## src/rtl/uart_rx_fifo.sv

```systemverilog
// uart_rx_fifo
//   UART 8N1 receiver followed by a small first-word-fall-through FIFO.
//   The rxd line is synchronised, each character is deframed by a four-state
//   FSM that samples at mid-bit, and good bytes are queued for the consumer.
//
// Parameters
//   DIV    clock cycles per bit (even, >= 8)
//   DEPTH  FIFO entries (power of two, >= 2)
//
// Ports
//   clk     in   system clock, rising edge
//   rst     in   asynchronous active-low reset, clears all state
//   rxd     in   asynchronous UART line, idles high
//   d_rx    out  head-of-FIFO byte, meaningful while vld_rx=1
//   vld_rx  out  FIFO non-empty
//   rdy_rx  in   consumer ready; a pop happens when vld_rx & rdy_rx
//   ferr    out  one-cycle pulse: stop bit sampled low, byte discarded
//   ovf     out  one-cycle pulse: byte completed into a full FIFO, dropped
//   busy    out  receiver FSM is not idle
module uart_rx_fifo #(
  parameter int DIV   = 868,
  parameter int DEPTH = 4
) (
  input  logic       clk,
  input  logic       rst,
  input  logic       rxd,
  output logic [7:0] d_rx,
  output logic       vld_rx,
  input  logic       rdy_rx,
  output logic       ferr,
  output logic       ovf,
  output logic       busy
);

  localparam int TW = $clog2(DIV);
  localparam int AW = $clog2(DEPTH);
  localparam logic [TW-1:0] T_HALF   = TW'(DIV / 2 - 1);
  localparam logic [TW-1:0] T_FULL   = TW'(DIV - 1);
  localparam logic [AW:0]   FULL_CNT = (AW + 1)'(DEPTH);

  typedef enum logic [1:0] {
    S_IDLE,
    S_START,
    S_DATA,
    S_STOP
  } state_e;

  // ---------------------------------------------------------------------------
  // Input synchroniser; both flops reset to the idle line level so that reset
  // release never looks like a start edge.
  // ---------------------------------------------------------------------------
  logic rxd_meta_q, rxd_s_q;

  always_ff @(posedge clk or negedge rst) begin
    if (!rst) begin
      rxd_meta_q <= 1'b1;
      rxd_s_q    <= 1'b1;
    end else begin
      // NOTE: non-blocking assignments make the two flops a real two-stage
      // shift; blocking ones would collapse them into a single flop.
      rxd_meta_q <= rxd;
      rxd_s_q    <= rxd_meta_q;
    end
  end

  // ---------------------------------------------------------------------------
  // Receiver FSM
  // ---------------------------------------------------------------------------
  state_e          state_q, state_d;
  logic [TW-1:0]   tcnt_q, tcnt_d;
  logic [2:0]      bcnt_q, bcnt_d;
  logic [7:0]      sh_q, sh_d;
  logic            push;
  logic            ferr_d;

  always_ff @(posedge clk or negedge rst) begin
    if (!rst) begin
      state_q <= S_IDLE;
      tcnt_q  <= '0;
      bcnt_q  <= '0;
      sh_q    <= '0;
    end else begin
      state_q <= state_d;
      tcnt_q  <= tcnt_d;
      bcnt_q  <= bcnt_d;
      sh_q    <= sh_d;
    end
  end

  always_comb begin
    // NOTE: every output of this block gets a default first, so no path
    // through the case leaves a signal unassigned and no latch is inferred.
    state_d = state_q;
    tcnt_d  = tcnt_q;
    bcnt_d  = bcnt_q;
    sh_d    = sh_q;
    push    = 1'b0;
    ferr_d  = 1'b0;

    unique case (state_q)
      S_IDLE: begin
        tcnt_d = '0;
        bcnt_d = '0;
        if (!rxd_s_q) state_d = S_START;
      end

      // Wait half a bit and re-check the line to reject short glitches.
      S_START: begin
        if (tcnt_q == T_HALF) begin
          tcnt_d  = '0;
          state_d = rxd_s_q ? S_IDLE : S_DATA;
        end else begin
          tcnt_d = tcnt_q + TW'(1);
        end
      end

      // Sampling is now aligned to mid-bit; take one sample per bit, LSB first.
      S_DATA: begin
        if (tcnt_q == T_FULL) begin
          tcnt_d = '0;
          sh_d   = {rxd_s_q, sh_q[7:1]};
          bcnt_d = bcnt_q + 3'd1;
          if (bcnt_q == 3'd7) state_d = S_STOP;
        end else begin
          tcnt_d = tcnt_q + TW'(1);
        end
      end

      // Leave at mid stop bit so a start edge immediately after it is caught.
      S_STOP: begin
        if (tcnt_q == T_FULL) begin
          tcnt_d  = '0;
          state_d = S_IDLE;
          if (rxd_s_q) push   = 1'b1;
          else         ferr_d = 1'b1;
        end else begin
          tcnt_d = tcnt_q + TW'(1);
        end
      end

      default: state_d = S_IDLE;
    endcase
  end

  assign busy = (state_q != S_IDLE);

  // ---------------------------------------------------------------------------
  // FWFT FIFO
  // ---------------------------------------------------------------------------
  logic [7:0]    mem_q [DEPTH];
  logic [AW-1:0] wr_ptr_q, rd_ptr_q;
  logic [AW:0]   count_q, count_d;
  logic          ferr_q, ovf_q;
  logic          full, pop, wr_en, ovf_d;

  assign vld_rx = (count_q != '0);
  assign d_rx   = mem_q[rd_ptr_q];
  assign full   = (count_q == FULL_CNT);
  assign pop    = vld_rx & rdy_rx;
  // A pop in the same cycle frees the slot, so a push into a full FIFO is
  // still accepted then.
  assign wr_en  = push & (~full | pop);
  assign ovf_d  = push & full & ~pop;

  always_comb begin
    count_d = count_q;
    unique case ({wr_en, pop})
      2'b10:   count_d = count_q + (AW + 1)'(1);
      2'b01:   count_d = count_q - (AW + 1)'(1);
      default: count_d = count_q;
    endcase
  end

  always_ff @(posedge clk or negedge rst) begin
    if (!rst) begin
      // NOTE: the storage is cleared on reset on purpose: d_rx shows
      // mem[rd_ptr] directly and must read 0 while in reset.
      for (int i = 0; i < DEPTH; i++) mem_q[i] <= '0;
      wr_ptr_q <= '0;
      rd_ptr_q <= '0;
      count_q  <= '0;
      ferr_q   <= 1'b0;
      ovf_q    <= 1'b0;
    end else begin
      if (wr_en) begin
        mem_q[wr_ptr_q] <= sh_q;
        wr_ptr_q        <= wr_ptr_q + AW'(1);
      end
      if (pop) rd_ptr_q <= rd_ptr_q + AW'(1);
      count_q <= count_d;
      ferr_q  <= ferr_d;
      ovf_q   <= ovf_d;
    end
  end

  assign ferr = ferr_q;
  assign ovf  = ovf_q;

endmodule
```

## config.mk

```make
export PLATFORM = sky130hd
export DESIGN_NAME = uart_rx_fifo
export DESIGN_NICKNAME = d
export VERILOG_FILES = /design/src/rtl/uart_rx_fifo.sv
export SDC_FILE = /design/constraint.sdc
export NUM_CORES = 1
export LEC_CHECK = 0
export BUFFER_PORTS_ARGS = -buffer_cell sky130_fd_sc_hd__buf_2
export CAP_MARGIN = 10
export CELL_PAD_IN_SITES_DETAIL_PLACEMENT = 1
export CELL_PAD_IN_SITES_GLOBAL_PLACEMENT = 1
export CORE_MARGIN = 1.5
export CORE_UTILIZATION = 54
export DETAILED_ROUTE_END_ITERATION = 10
export PLACE_DENSITY_LB_ADDON = 0.1
export RECOVER_POWER = 100
export SLEW_MARGIN = 10
export SYNTH_ARGS = -nofsm -noshare
export SYNTH_HDL_FRONTEND = slang
export SYNTH_SLANG_ARGS = --single-unit
```

## constraint.sdc

```tcl
create_clock -name clk -period 3.8 [get_ports clk]
set_input_delay 0 -clock clk [delete_from_list [all_inputs] [get_ports clk]]
set_output_delay 0 -clock clk [all_outputs]
set_load 0.005 [all_outputs]
```

==> results of run 1 <==
==> cell usage after synthesis (3+ instances only) <==
cell     count
nor2_1      16
xor2_1       5
nand4_1      3
inv_1        9
o21ai_0      4
dfrtp_1     64
xnor2_1      9
mux2_2      39
nand2_1     11
mux4_2       8
nand3_2      4
ha_1         9
nand3_1      5
==> per-stage QoR <==
stage	utilization, %	setup WS, ns	instances
6_report	60.2	0.802	319
4_1_cts	61.4	1.21	319
3_5_place_dp	58.3	1.27	304
3_3_place_gp	58.3	1.43	304
2_1_floorplan	-	1.54	221
5_1_grt	60.2	0.516	319
==> worst reg2reg max path, delay by kind of cell, from the launching register on <==
kind	cells	cell delay [ns]
DFF	1	0.43
muxes	1	0.45
and+or+nand+nor	2	2.00
==> layout by cell type, fill, tap and decap left out, types with 4 or more instances in the layout <==
cell type / instances
clkbuf_1: 8
mux2_2: 39
ha_1: 9
buf_2: 7
xnor2_1: 9
inv_1: 9
xor2_1: 5
dfrtp_1: 64
nand3_1: 9
mux4_2: 8
nand2_1: 11
nor2_1: 16
clkbuf_8: 9
o21ai_0: 4
==> area by class of cell <==
class	count	area share [%]
timing repair buffer	18	2.81
multi-input combinational	141	38.8
sequential	66	50.2
tap	72	2.74
clock inverter	4	0.684
clock buffer	9	3.76
inverter	9	1.03
==> cells by family (layout without fill, tap and decap cells) <==
kind of cell    Yosys count  count (layout)  synth area share (%)
mux                      49              49                  21.1
xor+xnor                 14              14                  4.03
buf+inv                  14              40                  1.77
flops                    66              66                  54.4
simple gates             57              57                  11.2
compound gates           11              11                  3.13
fa+ha+maj                10              10                  4.36
==> final timing paths <==
path,startpoint,endpoint,slack [ns],cells past startpoint
worst max-delay path,tcnt_q[3],sh_q[7],0.80,3
worst min-delay path,rdy_rx,ovf,0.07,3
worst max register to register,tcnt_q[3],sh_q[7],0.80,3
worst min register to register,rxd_meta_q,rxd_s_q,0.36,0
max in group asynchronous,rst,tcnt_q[1],1.38,2
min in group asynchronous,rst,mem_q[31],1.00,2
==> report_power, final <==
group / internal, mW / leakage (nW) / switching [mW]
clock: 0.222 / 0.0766 / 0.242
sequential: 0.705 / 0.901 / 0.00117
combinational: 0.00302 / 0.600 / 0.0138
total: 0.929 / 1.58 / 0.257
==> flip-flops by register name (all words and copies together), names as in the netlist, 2 cells and up, named ones only <==
register and flops:
tcnt_q 10, wr_ptr_q 2, rd_ptr_q 2, count_q 3, bcnt_q 3, mem_q 32, sh_q 8
==> metal layers <==
layer	share of wire [%]	vias to the layer above	GRT usage [%]
met2	47	18	32.7
met1	48	920	29.3
met3	2.4	9	5.23
met5	0	-	0
li1	-	837	-
met4	1.7	0	8.04
==> impl_results.md, run 1 <==
- Status: finished, violations left
- Failing checks: capacitance limit, slew limit
- Min Tclk post-route: 3.00 ns
- Vias: 1784
- Leading area contributor after synthesis: dfrtp_1
- Period utilization: 78.9%
- Post-CTS setup buffer count: 0
- Worst vdd ir: 0.210 mV
- Starting Density: 55.6%
- Initial antenna violation count: 0
- Post-CTS Hold Fix Bufs: 2
- #FFs+latches synth: 66
- Yosys Warn Count: 0
- Top Ports: 16
- Antenna diodes: 0
- WS Path Type: flip-flop to flip-flop
- Vias in the first global route: 1856
- Req. time, crit path: 4.01 ns
- Syn Std Cell Area: 0.00304 sq mm
- Endpoints failing setup: 0
- CTS resizes: 0
- Worst Path Max Fanout: 8
- Crit-path cells: or3b_4 > nor4_1 > mux2_2
- CTS Buf Count: 9
- Clock Latency Late Sink: 0.34 ns
- Grt ovf: 0
- Total power draw: 1.19 mW
- Core ar.: 0.00547 sq mm
- CP bufs+invs: 0
- CP arrival: 3.21 ns
- CTS clock-pin slew for the worst setup and hold paths: 0.06 ns
- Post-synthesis cell count: 221
- Die area: 0.00609 sq mm
- Delay-heaviest family, CP: simple AND/OR/NAND/NOR gates
- # fillers: 562
- Post-synth top flop: dfrtp_1
- Post-DP HPWL: 3.93 mm
- Clock tree sinks: 66
- H-tree depth: 3
- Core Rows: 27
- Post-Layout Inst Area: 0.00329 sq mm
- Area grow syn2layout: 8.31%
- Area after DPL: 0.00319 sq mm
- Post-Syn Nets: 235
- Mean Syn Cell Area: 13.8 sq um
- Footprint of the multi-input gates: 0.00128 sq mm
- Max-Cap Viols: 2
- Final count of hold timing violations: 0
- First-pass GRT wire length: 9.63 mm
- Drt via density: 5.59
- Share of cells above drive strength 1: 31.6%
- Die H: 78.0 um
- Leakage Power: 1.58 nW
- Leading cell types by total area after synthesis: dfrtp_1, mux2_2, mux4_2, ha_1, xnor2_1
- FFs w/ async S/R, synth: 100%
- Number of port buffers: 15
- Seq/Total Area, Yosys: 54.4%
- Drt drc: 0
- Max Root-Sink Buffers: 2
- Pre-antenna DRT Iters: 4
- Type of origin of the critical path: flip-flop
- GP Congestion: 0.806
- Nets@finish: 259
- Worst hold margin: 0.0681 ns
- Rel. slew slack: -68.1%
- Max incr delay on CP: 1.55 ns
- Total area of sequential cells: 0.00165 sq mm
- Setup_tns: 0 ns
- Clk root buf: clkbuf_8
- P per Cell Area: 360 mW/mm^2
- Fmax achieved: 0.334 GHz
- Drt wl/cell: 18.0 um
- DIE WIDTH: 78.0 um
- Crit. End Element: flip-flop
- GR Util All Layers: 21.2%
- Slowest CP cell: nor4_1
- Worst Tran Pin Value: 2.52 ns
- Pin count of the biggest net entering global routing: 48
- RSZ-0062 raised after global routing: false
- Setup Skew: 0.0125 ns
- Post-synth EDFFs: 0
- Post-synth top area share: 52.7%
- Type of the tightest min-delay check: primary input to flip-flop
- Starting DRC count in detailed routing: 70
- Final wirelength: 5.74 mm
- Post-route ant nets: 0
- CTS tree: built
- Final slew viol count: 57
- Yosys cell types: 41
No activity file was read; power rests on OpenSTA's default activity.
==> run 2, diff against run 1 <==
--- a/config.mk
+++ b/config.mk
@@ -5,12 +5,13 @@
 export SDC_FILE = /design/constraint.sdc
 export NUM_CORES = 1
 export LEC_CHECK = 0
+export ABC_AREA = 1
 export BUFFER_PORTS_ARGS = -buffer_cell sky130_fd_sc_hd__buf_2
 export CAP_MARGIN = 10
 export CELL_PAD_IN_SITES_DETAIL_PLACEMENT = 1
 export CELL_PAD_IN_SITES_GLOBAL_PLACEMENT = 1
 export CORE_MARGIN = 1.5
-export CORE_UTILIZATION = 54
+export CORE_UTILIZATION = 47
 export DETAILED_ROUTE_END_ITERATION = 10
 export PLACE_DENSITY_LB_ADDON = 0.1
 export RECOVER_POWER = 100
==> constraint.sdc (replaced) <==
create_clock -name clk -period 3.07 [get_ports clk]
set_input_delay 0 -clock clk [delete_from_list [all_inputs] [get_ports clk]]
set_output_delay 0 -clock clk [all_outputs]
set_load 0.005 [all_outputs]
==> impl_results.md, run 2 <==
- Area after DPL: 0.00328 sq mm
- Post-Layout Inst Area: 0.00342 sq mm
- Clock tree sinks: 66
- Top Ports: 16
- FFs w/ async S/R, synth: 100%
- Status: finished, final reports clean
- Worst hold margin: 0.0907 ns
- Synth top cells by count: nand2_1, dfrtp_1, nor2_1, o21ai_0, inv_1
- Die area: 0.00716 sq mm
- Final count of hold timing violations: 0
- Endpoints failing setup: 0
- Final slew viol count: 0
- Drt wl/cell: 15.2 um
- CTS resizes: 0
- Antenna diodes: 0
- Post-Syn Nets: 343
- GR Util All Layers: 21.2%
- # fillers: 765
- Post-synthesis cell count: 329
- CTS Buf Count: 9
- Share of cells above drive strength 1: 11.1%
- Total area of sequential cells: 0.00165 sq mm
- Min Tclk post-route: 2.48 ns
- Worst Path Max Fanout: 6
- Clock Latency Late Sink: 0.34 ns
- Post-synth top area share: 51.2%
- Core ar.: 0.00639 sq mm
- Post-DP HPWL: 4.54 mm
- First-pass GRT wire length: 11.7 mm
- Footprint of the multi-input gates: 0.00117 sq mm
- Type of origin of the critical path: flip-flop
- Starting DRC count in detailed routing: 129
- CTS tree: built
- CTS clock-pin slew for the worst setup and hold paths: 0.07 ns
- Leading cell types by total area after synthesis: dfrtp_1, nand2_1, o21ai_2, o21ai_0, nor2_1
- Fmax achieved: 0.403 GHz
- Most frequent cell after synthesis: nand2_1
- Leading area contributor after synthesis: dfrtp_1
- Crit-path cells: ha_1 > nand2_1 > nor2_1 > nand3_1 > nor3_4 > buf_4 > nand2_1 > ha_1 > inv_1 > fa_1 > o21ai_0
- Rel. slew slack: 32.6%
- WS Path Type: flip-flop to flip-flop
- Setup Skew: 0.00874 ns
- Yosys Warn Count: 0
- Type of the tightest min-delay check: primary input to flip-flop
- Post-synth EDFFs: 0
- P per Cell Area: 702 mW/mm^2
- Grt ovf: 0
- Final wirelength: 6.64 mm
- Post-route ant nets: 0
- Period utilization: 80.9%
- #FFs+latches synth: 66
- Pin count of the biggest net entering global routing: 47
- Die H: 84.6 um
- Initial antenna violation count: 0
- Post-synth top flop: dfrtp_1
- Core Rows: 29
- Worst Tran Pin Value: 1.01 ns
- Vias: 2303
- Area grow syn2layout: 9.15%
- Mean Syn Cell Area: 9.52 sq um
- Largest Register: mem_q
- H-tree depth: 3
- Max Root-Sink Buffers: 2
- Leakage Power: 1.56 nW
- Setup_tns: 0 ns
- CP arrival: 2.74 ns
- RSZ-0062 raised after global routing: false
- Total power draw: 2.40 mW
- Starting Density: 49.0%
- Clk root buf: clkbuf_8
- Utilization after layout: 53.5%
- Most common cell after layout, fill and taps aside: nand2_1
- Max-Cap Viols: 0
- Crit. End Element: flip-flop
- Nets@finish: 368
- Slowest CP cell: fa_1
- Largest register FFs: 32
- DIE WIDTH: 84.6 um
- Yosys cell types: 27
- GP Congestion: 0.752
- Drt drc: 0
- Biggest regs: mem_q x32, tcnt_q x10, sh_q x8
- Drt via density: 5.28
- Pre-antenna DRT Iters: 4
- Req. time, crit path: 3.33 ns
- Syn Std Cell Area: 0.00313 sq mm
- Worst vdd ir: 0.407 mV
- Vias in the first global route: 2450
- Number of port buffers: 15
- Most frequent cells in the layout: nand2_1, dfrtp_1, o21ai_0
- Max incr delay on CP: 0.42 ns
- Seq/Total Area, Yosys: 52.8%
run 2: path summary, 6_finish.rpt:
check / from / to / slack, ns / depth (start not counted)
hold reg to reg: rxd_meta_q / rxd_s_q / 0.36 / 0
hold / removal: rdy_rx / rd_ptr_q[0] / 0.09 / 4
setup / recovery: tcnt_q[0] / count_q[1] / 0.59 / 11
setup reg to reg: tcnt_q[0] / count_q[1] / 0.59 / 11
max in group asynchronous: rst / mem_q[7] / 1.56 / 3
min in group asynchronous: rst / mem_q[1] / 0.37 / 2
run 2: cell type report:
class / instances / area share, %
tap: 77 / 2.82
timing repair buffer: 22 / 3.33
clock buffer: 10 / 4.03
sequential: 66 / 48.4
multi-input combinational: 225 / 34.1
clock inverter: 6 / 3.99
inverter: 30 / 3.30
run 2: report_power, final:
group	total, mW	internal, mW	switching, mW
Combinational	0.464	0.172	0.292
Clock	0.989	0.647	0.343
Sequential	0.944	0.907	0.0372
run 2: through the flow:
step	instances	setup slack, ns
4_1_cts	436	0.618
3_3_place_gp	418	0.738
5_1_grt	436	0.321
2_1_floorplan	329	0.724
6_report	436	0.587
3_5_place_dp	418	0.637
run 2: worst max-delay path: cells and delay by family (launching register included):
| kind | cells | cell delay (ns) |
|---|---|---|
| fa+ha+maj | 3 | 0.85 |
| simple gates | 5 | 0.72 |
| flops | 1 | 0.41 |
| buf+inv | 2 | 0.27 |
| compound gates | 1 | 0.16 |
run 2: timing repair:
action / CTS / global route
buffers inserted: 0 / 0
hold endpoints to repair: 43 / 0
hold buffers: 2 / 0
run 2: cells by family after synthesis:
kind of cell / synth area share [%]
and+or+nand+nor: 19.9
AOI/OAI and AO/OA: 15.5
DFF: 52.8
buffers and inverters: 5.52
adders and majority gates: 4.24
xor gates and xnor gates: 1.96
run 2: routing by layer:
metal	routed length (um)	part of all wire, %	track usage, %	up-vias
li1	-	-	-	1133
met1	3140	47	26.9	1133
met2	3210	48	34.4	25
met3	139	2.1	5.21	12
met4	155	2.3	9.68	0
met5	0	0	0	-
==> run 3, diff against run 2 <==
--- a/config.mk
+++ b/config.mk
@@ -5,13 +5,13 @@
 export SDC_FILE = /design/constraint.sdc
 export NUM_CORES = 1
 export LEC_CHECK = 0
-export ABC_AREA = 1
+export ABC_AREA = 0
 export BUFFER_PORTS_ARGS = -buffer_cell sky130_fd_sc_hd__buf_2
 export CAP_MARGIN = 10
 export CELL_PAD_IN_SITES_DETAIL_PLACEMENT = 1
 export CELL_PAD_IN_SITES_GLOBAL_PLACEMENT = 1
 export CORE_MARGIN = 1.5
-export CORE_UTILIZATION = 47
+export CORE_UTILIZATION = 50
 export DETAILED_ROUTE_END_ITERATION = 10
 export PLACE_DENSITY_LB_ADDON = 0.1
 export RECOVER_POWER = 100
==> constraint.sdc (replaced) <==
create_clock -name clk -period 2.39 [get_ports clk]
set_input_delay 0 -clock clk [delete_from_list [all_inputs] [get_ports clk]]
set_output_delay 0 -clock clk [all_outputs]
set_load 0.005 [all_outputs]
==> impl_results.md, run 3 (same netlist as run 1, synthesis figures left out) <==
- Pre-antenna DRT Iters: 4
- GP Congestion: 0.813
- WS Path Type: flip-flop to flip-flop
- Crit. End Element: flip-flop
- Core Rows: 28
- Utilization after layout: 58.1%
- Post-DP HPWL: 4.15 mm
- Nets@finish: 264
- Setup Skew: 0.00706 ns
- Setup_tns: 0 ns
- Antenna diodes: 0
- GR Util All Layers: 20.8%
- P per Cell Area: 568 mW/mm^2
- Largest register FFs: 32
- Grt ovf: 0
- Initial antenna violation count: 0
- Clock network power share: 40.9%
- Failing checks: capacitance limit, slew limit
- Share of cells above drive strength 1: 38.8%
- Worst Path Max Fanout: 5
- Fmax achieved: 0.461 GHz
- CP arrival: 2.43 ns
- Post-Layout Inst Area: 0.00342 sq mm
- Min Tclk post-route: 2.17 ns
- Vias in the first global route: 2019
- Endpoints failing setup: 0
- Crit path launch: tcnt_q[0]
- Period utilization: 90.7%
- Int Pwr: 1.53 mW
- Final slew viol count: 67
- Final count of hold timing violations: 0
- Reg2reg start: tcnt_q[0]
- Biggest regs: mem_q x32, tcnt_q x10, sh_q x8
- Core ar.: 0.00589 sq mm
- Post-route ant nets: 0
- Die H: 81.0 um
- Sequential Power Share: 57.7%
- CTS Buf Count: 9
- R2R depth: 10
- Drt wl/cell: 17.9 um
- Type of origin of the critical path: flip-flop
- Max-Cap Viols: 1
- Clk root buf: clkbuf_8
- Area after DPL: 0.00323 sq mm
- Drt via density: 5.55
- R2r setup slk: 0.22 ns
- Max Root-Sink Buffers: 2
- Starting Density: 51.7%
- Rel. slew slack: -7.44%
- Clock Latency Late Sink: 0.33 ns
- Most frequent cells in the layout: dfrtp_1, mux2_2, nor2_1
- Vias: 1831
- Net Sw Frac: 21.5%
- Pin count of the biggest net entering global routing: 67
- Area grow syn2layout: 12.6%
- Leakage Power: 1.64 nW
- Drt drc: 0
- Comb power frac: 1.4%
- Clock tree sinks: 66
- HP Start: rdy_rx
- Setup crit end: count_q[2]
- CTS clock-pin slew for the worst setup and hold paths: 0.07 ns
- Req. time, crit path: 2.65 ns
- DIE WIDTH: 81.0 um
- Top Ports: 16
- Inst Count DP: 311
- Final Instance Count excl. Fillers: 330
- Worst Tran Pin Value: 1.61 ns
- Largest Register: mem_q
- Switching Power: 418 uW
- Number of port buffers: 15
- CTS tree: built
- Final wirelength: 5.92 mm
- Status: finished, violations left
- Most common cell after layout, fill and taps aside: dfrtp_1
- Starting DRC count in detailed routing: 110
- Worst vdd ir: 0.292 mV
- Die area: 0.00656 sq mm
- H-tree depth: 3
- First-pass GRT wire length: 9.93 mm
- Type of the tightest min-delay check: primary input to flip-flop
- Reg2reg end: count_q[2]
-- run 3: what timing repair did --
item / in CTS / in global routing
buffers inserted: 0 / 1
hold buffers: 2 / 0
endpoints found under the hold margin: 65 / 0
endpoints found under the setup margin: 0 / 2
resized for setup: 0 / 3
-- run 3: per-layer routing --
metal / track usage (%) / wire, um
met3: 3.26 / 115
met4: 12.4 / 166
met1: 25.8 / 2540
met5: 0 / 0
met2: 34.2 / 3100
-- run 3: how the worst min path moves through the flow --
stage | to | slack, ns | depth (start not counted)
global route | ovf | 0.04 | 3
CTS | ovf | 0.02 | 3
detailed placement | rxd_meta_q | 0.11 | 1
floorplan | asynchronous set/reset pin | -0.30 | 0
global placement | rxd_meta_q | 0.11 | 1
finish | ovf | 0.04 | 3
-- run 3: layout make-up --
cell class,count,area [sq um]
tap,75,93.8
inverter,9,33.8
sequential,66,1650
clock buffer,13,149
fill,591,2460
timing repair buffer,23,133
multi-input combinational,141,1340
clock inverter,3,15.0
-- run 3: critical path, stage by stage, from the launching register on --
cell	delay, ns
dfrtp_1	0.43
ha_2	0.23
nand4b_1	0.19
nor3_4	0.06
nand2_1	0.13
ha_2	0.21
inv_1	0.06
fa_1	0.38
xor2_1	0.15
nor2_1	0.12
xor2_1	0.15
-- run 3: power groups by stage --
stage               registers, mW  clock network, mW  logic, mW
finish                       1.12              0.795     0.0265
global route                 1.12              0.864     0.0313
floorplan                    1.14                  0  0.0000574
CTS                          1.12              0.820     0.0288
global placement             1.14                  0     0.0243
detailed placement           1.14                  0     0.0262
-- run 3: stage by stage --
step                      setup slack, ns  hold WS (ns)  power, mW
final                               0.223        0.0350       1.94
after global routing             -0.00639        0.0351       2.02
after CTS                          0.0868        0.0195       1.97
after detailed placement            0.107         0.109       1.17
after global placement              0.239         0.109       1.17
after floorplan                     0.135        -0.296       1.14
